$ cat src/rtl/alu_arbiter_if.sv
`default_nettype none
// ============================================================================
//  Module      : alu_arbiter_if
//  Description : Requester, shared-ALU and response signal bundle for
//                alu_arbiter. The slave modport is the arbiter side.
//  Revision    : 1.0  initial release
// ============================================================================
interface alu_arbiter_if #(
    parameter int DATA_W = 12
);
    logic              i_req0_valid;
    logic              o_req0_ready;
    logic [DATA_W-1:0] i_req0_a;
    logic [DATA_W-1:0] i_req0_b;
    logic [2:0]        i_req0_inst;

    logic              i_req1_valid;
    logic              o_req1_ready;
    logic [DATA_W-1:0] i_req1_a;
    logic [DATA_W-1:0] i_req1_b;
    logic [2:0]        i_req1_inst;

    logic              o_alu_valid;
    logic [DATA_W-1:0] o_alu_a;
    logic [DATA_W-1:0] o_alu_b;
    logic [2:0]        o_alu_inst;
    logic              i_alu_valid;
    logic [DATA_W-1:0] i_alu_data;
    logic              i_alu_overflow;

    logic              o_rsp_valid;
    logic              i_rsp_ready;
    logic              o_rsp_id;
    logic [DATA_W-1:0] o_rsp_data;
    logic              o_rsp_overflow;
    logic              o_rsp_timeout;

    modport slave (
        input  i_req0_valid, i_req0_a, i_req0_b, i_req0_inst,
        output o_req0_ready,
        input  i_req1_valid, i_req1_a, i_req1_b, i_req1_inst,
        output o_req1_ready,
        output o_alu_valid, o_alu_a, o_alu_b, o_alu_inst,
        input  i_alu_valid, i_alu_data, i_alu_overflow,
        output o_rsp_valid, o_rsp_id, o_rsp_data, o_rsp_overflow, o_rsp_timeout,
        input  i_rsp_ready
    );

    modport master (
        output i_req0_valid, i_req0_a, i_req0_b, i_req0_inst,
        input  o_req0_ready,
        output i_req1_valid, i_req1_a, i_req1_b, i_req1_inst,
        input  o_req1_ready,
        input  o_alu_valid, o_alu_a, o_alu_b, o_alu_inst,
        output i_alu_valid, i_alu_data, i_alu_overflow,
        input  o_rsp_valid, o_rsp_id, o_rsp_data, o_rsp_overflow, o_rsp_timeout,
        output i_rsp_ready
    );
endinterface
`default_nettype wire

$ cat src/rtl/alu_arbiter.sv
`default_nettype none
// ============================================================================
//  Module      : alu_arbiter
//  Description : Two-requester round-robin arbiter in front of a shared,
//                1-cycle-latency ALU; one transaction in flight, with timeout.
//  Revision    : 1.0  initial release
// ============================================================================
module alu_arbiter #(
    parameter int DATA_W  = 12,
    parameter int TIMEOUT = 4
) (
    input  wire logic    i_clk,
    input  wire logic    i_rst_n,
    alu_arbiter_if.slave bus
);

    typedef enum logic [1:0] {
        S_IDLE  = 2'd0,
        S_ISSUE = 2'd1,
        S_WAIT  = 2'd2,
        S_RESP  = 2'd3
    } state_t;

    localparam logic [3:0] c_CNT_LAST = 4'(TIMEOUT - 1);

    state_t            state_q, state_d;
    logic              prio_q, prio_d;
    logic              id_q, id_d;
    logic [DATA_W-1:0] a_q, a_d;
    logic [DATA_W-1:0] b_q, b_d;
    logic [2:0]        inst_q, inst_d;
    logic [3:0]        cnt_q, cnt_d;
    logic [DATA_W-1:0] rsp_data_q, rsp_data_d;
    logic              rsp_ovf_q, rsp_ovf_d;
    logic              rsp_to_q, rsp_to_d;

    logic              w_grant1;
    logic              w_req0_ready;
    logic              w_req1_ready;

    always_ff @(posedge i_clk or negedge i_rst_n) begin
        if (!i_rst_n) begin
            state_q    <= S_IDLE;
            prio_q     <= 1'b0;
            id_q       <= 1'b0;
            a_q        <= '0;
            b_q        <= '0;
            inst_q     <= '0;
            cnt_q      <= '0;
            rsp_data_q <= '0;
            rsp_ovf_q  <= 1'b0;
            rsp_to_q   <= 1'b0;
        end else begin
            state_q    <= state_d;
            prio_q     <= prio_d;
            id_q       <= id_d;
            a_q        <= a_d;
            b_q        <= b_d;
            inst_q     <= inst_d;
            cnt_q      <= cnt_d;
            rsp_data_q <= rsp_data_d;
            rsp_ovf_q  <= rsp_ovf_d;
            rsp_to_q   <= rsp_to_d;
        end
    end

    // prio_q = 1 means requester 1 wins when both are valid
    assign w_grant1 = bus.i_req1_valid && (!bus.i_req0_valid || prio_q);

    always_comb begin
        state_d      = state_q;
        prio_d       = prio_q;
        id_d         = id_q;
        a_d          = a_q;
        b_d          = b_q;
        inst_d       = inst_q;
        cnt_d        = cnt_q;
        rsp_data_d   = rsp_data_q;
        rsp_ovf_d    = rsp_ovf_q;
        rsp_to_d     = rsp_to_q;
        w_req0_ready = 1'b0;
        w_req1_ready = 1'b0;

        case (state_q)
            S_IDLE: begin
                if (bus.i_req0_valid || bus.i_req1_valid) begin
                    w_req0_ready = !w_grant1;
                    w_req1_ready = w_grant1;
                    id_d         = w_grant1;
                    a_d          = w_grant1 ? bus.i_req1_a    : bus.i_req0_a;
                    b_d          = w_grant1 ? bus.i_req1_b    : bus.i_req0_b;
                    inst_d       = w_grant1 ? bus.i_req1_inst : bus.i_req0_inst;
                    state_d      = S_ISSUE;
                end
            end
            S_ISSUE: begin
                cnt_d   = '0;
                state_d = S_WAIT;
            end
            S_WAIT: begin
                // A result on the final wait cycle still beats the timeout
                if (bus.i_alu_valid) begin
                    rsp_data_d = bus.i_alu_data;
                    rsp_ovf_d  = bus.i_alu_overflow;
                    rsp_to_d   = 1'b0;
                    state_d    = S_RESP;
                end else if (cnt_q == c_CNT_LAST) begin
                    rsp_data_d = '0;
                    rsp_ovf_d  = 1'b0;
                    rsp_to_d   = 1'b1;
                    state_d    = S_RESP;
                end else begin
                    cnt_d = cnt_q + 4'd1;
                end
            end
            S_RESP: begin
                if (bus.i_rsp_ready) begin
                    prio_d  = ~id_q;
                    state_d = S_IDLE;
                end
            end
            default: state_d = S_IDLE;
        endcase
    end

    // Readies are combinational from the requesters, so mask them during reset
    assign bus.o_req0_ready   = w_req0_ready && i_rst_n;
    assign bus.o_req1_ready   = w_req1_ready && i_rst_n;

    assign bus.o_alu_valid    = (state_q == S_ISSUE);
    assign bus.o_alu_a        = a_q;
    assign bus.o_alu_b        = b_q;
    assign bus.o_alu_inst     = inst_q;

    assign bus.o_rsp_valid    = (state_q == S_RESP);
    assign bus.o_rsp_id       = id_q;
    assign bus.o_rsp_data     = rsp_data_q;
    assign bus.o_rsp_overflow = rsp_ovf_q;
    assign bus.o_rsp_timeout  = rsp_to_q;

endmodule
`default_nettype wire

$ cat src/flat_wrapper.sv
// flat-port wrapper written by rule: the top's interface ports become plain ports
module alu_arbiter_flat 
#(
    parameter int DATA_W  = 12,
    parameter int TIMEOUT = 4
)
  (i_clk, i_rst_n, bus_i_req0_valid, bus_i_req0_a, bus_i_req0_b, bus_i_req0_inst, bus_o_req0_ready, bus_i_req1_valid, bus_i_req1_a, bus_i_req1_b, bus_i_req1_inst, bus_o_req1_ready, bus_o_alu_valid, bus_o_alu_a, bus_o_alu_b, bus_o_alu_inst, bus_i_alu_valid, bus_i_alu_data, bus_i_alu_overflow, bus_o_rsp_valid, bus_o_rsp_id, bus_o_rsp_data, bus_o_rsp_overflow, bus_o_rsp_timeout, bus_i_rsp_ready);
  alu_arbiter_if #(.DATA_W(DATA_W)) bus_i ();
  input  wire logic i_clk;
  input  wire logic i_rst_n;
  input wire logic [$bits(bus_i.i_req0_valid)-1:0] bus_i_req0_valid;
  input wire logic [$bits(bus_i.i_req0_a)-1:0] bus_i_req0_a;
  input wire logic [$bits(bus_i.i_req0_b)-1:0] bus_i_req0_b;
  input wire logic [$bits(bus_i.i_req0_inst)-1:0] bus_i_req0_inst;
  output wire logic [$bits(bus_i.o_req0_ready)-1:0] bus_o_req0_ready;
  input wire logic [$bits(bus_i.i_req1_valid)-1:0] bus_i_req1_valid;
  input wire logic [$bits(bus_i.i_req1_a)-1:0] bus_i_req1_a;
  input wire logic [$bits(bus_i.i_req1_b)-1:0] bus_i_req1_b;
  input wire logic [$bits(bus_i.i_req1_inst)-1:0] bus_i_req1_inst;
  output wire logic [$bits(bus_i.o_req1_ready)-1:0] bus_o_req1_ready;
  output wire logic [$bits(bus_i.o_alu_valid)-1:0] bus_o_alu_valid;
  output wire logic [$bits(bus_i.o_alu_a)-1:0] bus_o_alu_a;
  output wire logic [$bits(bus_i.o_alu_b)-1:0] bus_o_alu_b;
  output wire logic [$bits(bus_i.o_alu_inst)-1:0] bus_o_alu_inst;
  input wire logic [$bits(bus_i.i_alu_valid)-1:0] bus_i_alu_valid;
  input wire logic [$bits(bus_i.i_alu_data)-1:0] bus_i_alu_data;
  input wire logic [$bits(bus_i.i_alu_overflow)-1:0] bus_i_alu_overflow;
  output wire logic [$bits(bus_i.o_rsp_valid)-1:0] bus_o_rsp_valid;
  output wire logic [$bits(bus_i.o_rsp_id)-1:0] bus_o_rsp_id;
  output wire logic [$bits(bus_i.o_rsp_data)-1:0] bus_o_rsp_data;
  output wire logic [$bits(bus_i.o_rsp_overflow)-1:0] bus_o_rsp_overflow;
  output wire logic [$bits(bus_i.o_rsp_timeout)-1:0] bus_o_rsp_timeout;
  input wire logic [$bits(bus_i.i_rsp_ready)-1:0] bus_i_rsp_ready;
  assign bus_i.i_req0_valid = bus_i_req0_valid;
  assign bus_i.i_req0_a = bus_i_req0_a;
  assign bus_i.i_req0_b = bus_i_req0_b;
  assign bus_i.i_req0_inst = bus_i_req0_inst;
  assign bus_o_req0_ready = bus_i.o_req0_ready;
  assign bus_i.i_req1_valid = bus_i_req1_valid;
  assign bus_i.i_req1_a = bus_i_req1_a;
  assign bus_i.i_req1_b = bus_i_req1_b;
  assign bus_i.i_req1_inst = bus_i_req1_inst;
  assign bus_o_req1_ready = bus_i.o_req1_ready;
  assign bus_o_alu_valid = bus_i.o_alu_valid;
  assign bus_o_alu_a = bus_i.o_alu_a;
  assign bus_o_alu_b = bus_i.o_alu_b;
  assign bus_o_alu_inst = bus_i.o_alu_inst;
  assign bus_i.i_alu_valid = bus_i_alu_valid;
  assign bus_i.i_alu_data = bus_i_alu_data;
  assign bus_i.i_alu_overflow = bus_i_alu_overflow;
  assign bus_o_rsp_valid = bus_i.o_rsp_valid;
  assign bus_o_rsp_id = bus_i.o_rsp_id;
  assign bus_o_rsp_data = bus_i.o_rsp_data;
  assign bus_o_rsp_overflow = bus_i.o_rsp_overflow;
  assign bus_o_rsp_timeout = bus_i.o_rsp_timeout;
  assign bus_i.i_rsp_ready = bus_i_rsp_ready;
  alu_arbiter #(.DATA_W(DATA_W), .TIMEOUT(TIMEOUT)) u_core (.i_clk(i_clk), .i_rst_n(i_rst_n), .bus(bus_i));
endmodule
$ cat config.mk
export PLATFORM = sky130hd
export DESIGN_NAME = alu_arbiter_flat
export DESIGN_NICKNAME = d
export VERILOG_FILES = /design/src/rtl/alu_arbiter_if.sv /design/src/rtl/alu_arbiter.sv /design/src/flat_wrapper.sv
export SDC_FILE = /design/constraint.sdc
export NUM_CORES = 1
export LEC_CHECK = 0
export ABC_AREA = 1
export CORE_ASPECT_RATIO = 1.75
export CORE_MARGIN = 10
export CORE_UTILIZATION = 30
export DETAILED_ROUTE_END_ITERATION = 10
export PLACE_DENSITY = 0.62
export SETUP_SLACK_MARGIN = 0.5
export SKIP_CTS_REPAIR_TIMING = 1
export SYNTH_ARGS = -nofsm -noshare
export SYNTH_HDL_FRONTEND = slang
export SYNTH_SLANG_ARGS = --single-unit
export TNS_END_PERCENT = 50
$ cat constraint.sdc
create_clock -name i_clk -period 3.75 [get_ports i_clk]
set_input_delay 0.9375 -clock i_clk [delete_from_list [all_inputs] [get_ports i_clk]]
set_output_delay 0.9375 -clock i_clk [all_outputs]
set_load 0.1 [all_outputs]
==> results.yml, run 1 <==
worst_setup_path:
  rrSetupSlack_ps: 2160
  crit_fanout: 10
  worst-path-stages: 7
  max_stage_delay_ps: 470
  cp-endpoint: "bus_o_req1_ready"
  crit_family: "buffers and inverters"
  critPathRequiredTime_ps: 2810
  worstPathCellList: "clkdlybuf4s50_1 -> nand2_4 -> nand2_4 -> nor2_8 -> inv_1 -> nor2_1 -> buf_12"
  cpMostUsedCell: "nand2_4"
  worstReg2RegEnd: "u_core.bus.o_alu_b[9]"
  arrival_ps: 2210
  worst_r2r_path_depth: 8
  crit_buf_inv: 3
  slowest_stage: "clkdlybuf4s50_1"
  cp-start-kind: "input port"
  rr_startpoint: "u_core.state_q[0]"
  critPathKind: "in -> out"
  cp-end-kind: "output pin"
  startpoint: "bus_i_req0_valid"
global_routing:
  grt_pass1_wl_um: 12800
  grt_start_max_net_pins: 50
  grt_usage: 0.131
  antenna_found_initial: 0
  grt_pass1_vias: 2497
  gr-total-overflow: 0
sta:
  finalSetupViolations: 0
  fin_skew_ps: 4.72
  worstMarginPinSlew_ps: 1010
  rsz0062_at_grt: "false"
  relSlewSlack: 0.326
  timing.final.crit_share: 0.839
  clock.fmax_mhz: 318
  setup_ws_ps: 603
  finalCriticalPeriod_ps: 3150
  slew_viol_final: 0
  finalSetupTns_ps: 0
  hold_viol_final: 0
synth:
  syn_nets: 371
  ys_warn_count: 0
  synth_cell_types: 21
  synth_edf_count: 0
  syn_area_um2: 2430
  avgSynthCellArea_um2: 8.28
  synth_commonest_cells: "108 x nand2_1, 66 x nand3_1, 49 x dfrtp_1, 20 x inv_1, 9 x nand3b_1"
  synth_top_area_cell: "dfrtp_1"
  synthCells: 293
  synth_most_common_cell: "nand2_1"
  synth-seq-area-share: 0.505
  synth_area_leaders: "dfrtp_1 51%, nand2_1 17%, nand3_1 14%, inv_1 3.1%, nand3b_1 2.8%"
  yosysTopAreaCellShare: 0.505
  ys_async_sr_fraction: 1.00
  ys_seq_elements: 49
  synth-main-ff-cell: "dfrtp_1"
run_status:
  status: "completed"
clock_tree:
  cts_made_buffers: 5
  cts_sinks: 49
  cts_tree: "done"
  clock_path_buffers: 2
  worstSkewPairLatency_ps: 290
  cts_max_level: 2
  root_buffer: "clkbuf_16"
  cts.clk_slew.worst_paths_ps: 60
die:
  pin_count: 119
  core_area_um2: 7910
  rows: 43
  dieArea_um2: 12200
  start_util: 0.307
  dieWidth_um: 88.0
  die_y_um: 139
final_layout:
  drive_gt1_frac: 0.0777
  nNetsFinal: 489
  n_antenna_cell: 0
  syn_to_final_growth_pct: 58.8
  layoutNonFillerInstCount: 502
  fillers: 779
placement:
  dp_cells: 494
  dp.final_hpwl_um: 5980
  gp_congestion: 0.803
  place_ws_ps: 599
  port_buffers: 118
run:
  maxCapViolations: 0
routing:
  drc_errors: 0
  drtIter0Drc: 71
  vias_per_cell: 4.65
  wl_per_cell_um: 15.6
  wl_um: 7860
  ant_nets: 0
  vias: 2333
  drt_pass1_iterations: 4
worst_hold_path:
  min-delay-path-class: "reg -> reg"
[worst min-delay path by stage]
stage,cells after the start,slack [ps],to,start
floorplan,2,490,u_core.state_q[1],u_core.state_q[1]
global placement,2,460,u_core.bus.o_alu_b[1],u_core.bus.o_alu_b[1]
detailed placement,2,470,u_core.bus.o_alu_inst[0],u_core.bus.o_alu_inst[0]
CTS,2,490,u_core.bus.o_alu_inst[0],u_core.bus.o_alu_inst[0]
global route,2,510,u_core.bus.o_alu_a[11],u_core.bus.o_alu_a[11]
finish,2,480,u_core.bus.o_alu_inst[0],u_core.bus.o_alu_inst[0]
[final cells by class]
class	instances	area, µm²	share of cell area
well taps	90	113	0.0292
inverters	23	86.3	0.0224
clock buffers	6	139	0.0360
multi-input cells	207	1020	0.264
repair buffers	125	1240	0.321
flip-flops and latches	49	1230	0.318
clock inverters	2	37.5	0.00974
[sequential cells by signal, indices dropped and copies added, names as in the netlist]
register / cells
u_core.bus.o_alu_a: 12
u_core.bus.o_alu_b: 12
u_core.bus.o_alu_inst: 3
u_core.bus.o_rsp_data: 12
u_core.bus.o_rsp_id: 1
u_core.bus.o_rsp_overflow: 1
u_core.bus.o_rsp_timeout: 1
u_core.cnt_q: 4
u_core.prio_q: 1
u_core.state_q: 2
[worst min-delay path, delay by kind of cell, from the launching register on]
kind / cells / cell delay [ps]
DFF: 1 / 350
and+or+nand+nor: 2 / 100
[layout by cell type (no fill, tap or decap)]
master / instances
nor3_4: 1
nor2_8: 2
buf_12: 2
nor2_2: 1
nand3_1: 66
nand4_1: 1
clkbuf_8: 1
o21ai_0: 2
bufinv_16: 1
buf_2: 1
nand3b_1: 9
inv_1: 20
a31oi_1: 1
nand2_1: 108
nor2_1: 5
a21oi_1: 3
inv_2: 3
clkbuf_16: 5
dfrtp_1: 49
buf_4: 12
nand2_4: 2
clkdlybuf4s50_1: 110
xnor2_1: 1
clkinvlp_4: 1
ha_1: 5
[cell families after synthesis]
kind of cell,share of synthesized area
simple gates,0.374
flops,0.505
buf+inv,0.0789
compound gates,0.0129
fa+ha+maj,0.0258
xor+xnor,0.00361
[metal layers]
layer | share of wire | global-route usage | up-vias
met5 | 0 | 0 | -
met4 | 0.010 | 0.0354 | 0
met3 | 0.099 | 0.0565 | 5
li1 | - | - | 1171
met1 | 0.38 | 0.135 | 1078
met2 | 0.51 | 0.229 | 79
[metrics by stage]
| step | utilization | instance area, µm² | hold WS (ps) |
|---|---|---|---|
| finish | 0.487 | 3850 | 482 |
| global route | 0.487 | 3850 | 514 |
| CTS | 0.487 | 3850 | 487 |
| detailed placement | 0.465 | 3680 | 469 |
| global placement | 0.465 | 3680 | 463 |
| floorplan | - | 2430 | 490 |
Power of run 1 is not shown: default switching activity piles up to over one toggle a cycle in this logic, so the estimate is an artifact.
==> inputs of run 2 (changes only) <==
Clock period 3.75 ns to 3 ns, I/O delays scaled along.
==> run 2 against run 1 <==
Effect of this change: core utilization fell by 1.4 points; register-to-register slack got worse by 720 ps; design area fell by 3.0%; first-iteration DRC count increased by 13%; final cell count grew 0.20%; clock-buffer cell count stayed put; routed wire length is 0.93% higher; die area stayed put; highest routed layer unchanged.
==> results.yml, run 2 (same netlist as run 1, synthesis figures left out) <==
run_status:
  status: "completed"
worst_setup_path:
  cpMostUsedCell: "inv_2"
  worstPathCellList: "inv_1 -> ha_2 -> inv_2 -> nor2_8 -> inv_2 -> nor3_4 -> buf_12"
  arrival_ps: 1650
  rrSetupSlack_ps: 1440
  worstReg2RegEnd: "u_core.bus.o_alu_a[3]"
  cp-start-kind: "flop"
  startpoint: "u_core.state_q[0]"
  max_stage_delay_ps: 410
  cp-end-kind: "output pin"
  cp-endpoint: "bus_o_req0_ready"
  slowest_stage: "dfrtp_1"
  worst_r2r_path_depth: 8
  critPathRequiredTime_ps: 2250
  crit_fanout: 4
  rr_startpoint: "u_core.state_q[0]"
  critPathKind: "reg -> out"
routing:
  ant_nets: 0
  drc_errors: 0
  vias: 2340
  drtIter0Drc: 80
  vias_per_cell: 4.65
  drt_pass1_iterations: 4
  wl_um: 7930
  wl_per_cell_um: 15.8
die:
  die_y_um: 139
  dieArea_um2: 12200
  start_util: 0.307
  pin_count: 119
  dieWidth_um: 88.0
  core_area_um2: 7910
  rows: 43
sta:
  fin_skew_ps: 2.51
  hold_viol_final: 0
  setup_ws_ps: 600
  worstMarginPinSlew_ps: 656
  finalSetupTns_ps: 0
  timing.final.crit_share: 0.800
  finalSetupViolations: 0
  clock.fmax_mhz: 417
  relSlewSlack: 0.563
  slew_viol_final: 0
  finalCriticalPeriod_ps: 2400
  rsz0062_at_grt: "false"
clock_tree:
  worstSkewPairLatency_ps: 290
  cts_sinks: 49
  clock_path_buffers: 2
  cts_max_level: 2
  cts_made_buffers: 5
  root_buffer: "clkbuf_16"
  cts_tree: "done"
  cts.clk_slew.worst_paths_ps: 60
placement:
  dp.final_hpwl_um: 6040
  gp_congestion: 0.785
  placed_area_um2: 3580
  place_ws_ps: 149
  port_buffers: 118
run:
  maxCapViolations: 0
final_layout:
  final_cell_mix: "108 x nand2_1, 69 x clkdlybuf4s50_1, 66 x nand3_1"
  stdcell_area_um2: 3740
  n_antenna_cell: 0
  drive_gt1_frac: 0.179
  nNetsFinal: 491
  syn_to_final_growth_pct: 54.1
  final_common_cell: "nand2_1"
worst_hold_path:
  min-delay-path-class: "reg -> reg"
  hold_depth: 2
global_routing:
  grt_start_max_net_pins: 50
  antenna_found_initial: 0
  gr-total-overflow: 0
  grt_pass1_vias: 2553
  grt_pass1_wl_um: 12800
  grt_usage: 0.131
run 2: cell count changes in the layout (fill, tap and decap cells not counted):
cell and change:
buf_4 +41, bufinv_16 -1, clkbuf_1 +1, clkbuf_2 +1, clkbuf_8 -1, clkdlybuf4s50_1 -41
clkinv_4 +1, clkinvlp_4 -1, dlymetal6s2s_1 +1, ha_1 -1, ha_2 +1, nor2_1 -1
nor2_4 +1
run 2: metal layers:
metal  global-route usage  up-vias  routed length, µm
li1                     -     1173                  -
met1                0.140     1087               3030
met2                0.232       72               4190
met3               0.0406        8                571
met4               0.0405        0                134
met5                    0        -                  0
run 2: area by class of cell:
class                   instances  area (µm²)
inverters                      23        86.3
fillers                       767        4170
flip-flops and latches         49        1230
well taps                      90         113
repair buffers                127        1150
clock inverters                 1        8.76
multi-input cells             207        1030
clock buffers                   6         129
run 2: metrics by stage:
step / hold WS [ps] / instances / util
final: 481 / 503 / 0.473
after CTS: 485 / 501 / 0.470
after global placement: 465 / 494 / 0.453
after detailed placement: 467 / 494 / 0.453
after floorplan: 454 / 293 / -
after global routing: 503 / 503 / 0.473
run 2: worst min path at each step:
stage,from,endpoint,slack [ps]
after global placement,u_core.bus.o_alu_b[11],u_core.bus.o_alu_b[11],470
final,u_core.bus.o_alu_b[2],u_core.bus.o_alu_b[2],480
after global routing,u_core.bus.o_alu_b[2],u_core.bus.o_alu_b[2],500
after detailed placement,u_core.bus.o_alu_b[0],u_core.bus.o_alu_b[0],470
after CTS,u_core.bus.o_alu_b[2],u_core.bus.o_alu_b[2],480
after floorplan,i_rst_n,u_core.bus.o_alu_a[0],450
run 2: worst max-delay path: cells and delay by family (launching register included):
family                   cells  cell delay (ps)
buffers and inverters        4              440
AND/OR/NAND/NOR              2              310
adder cells (fa/ha/maj)      1              190
flip-flops                   1              410
Power of run 2 is left out for the same reason.
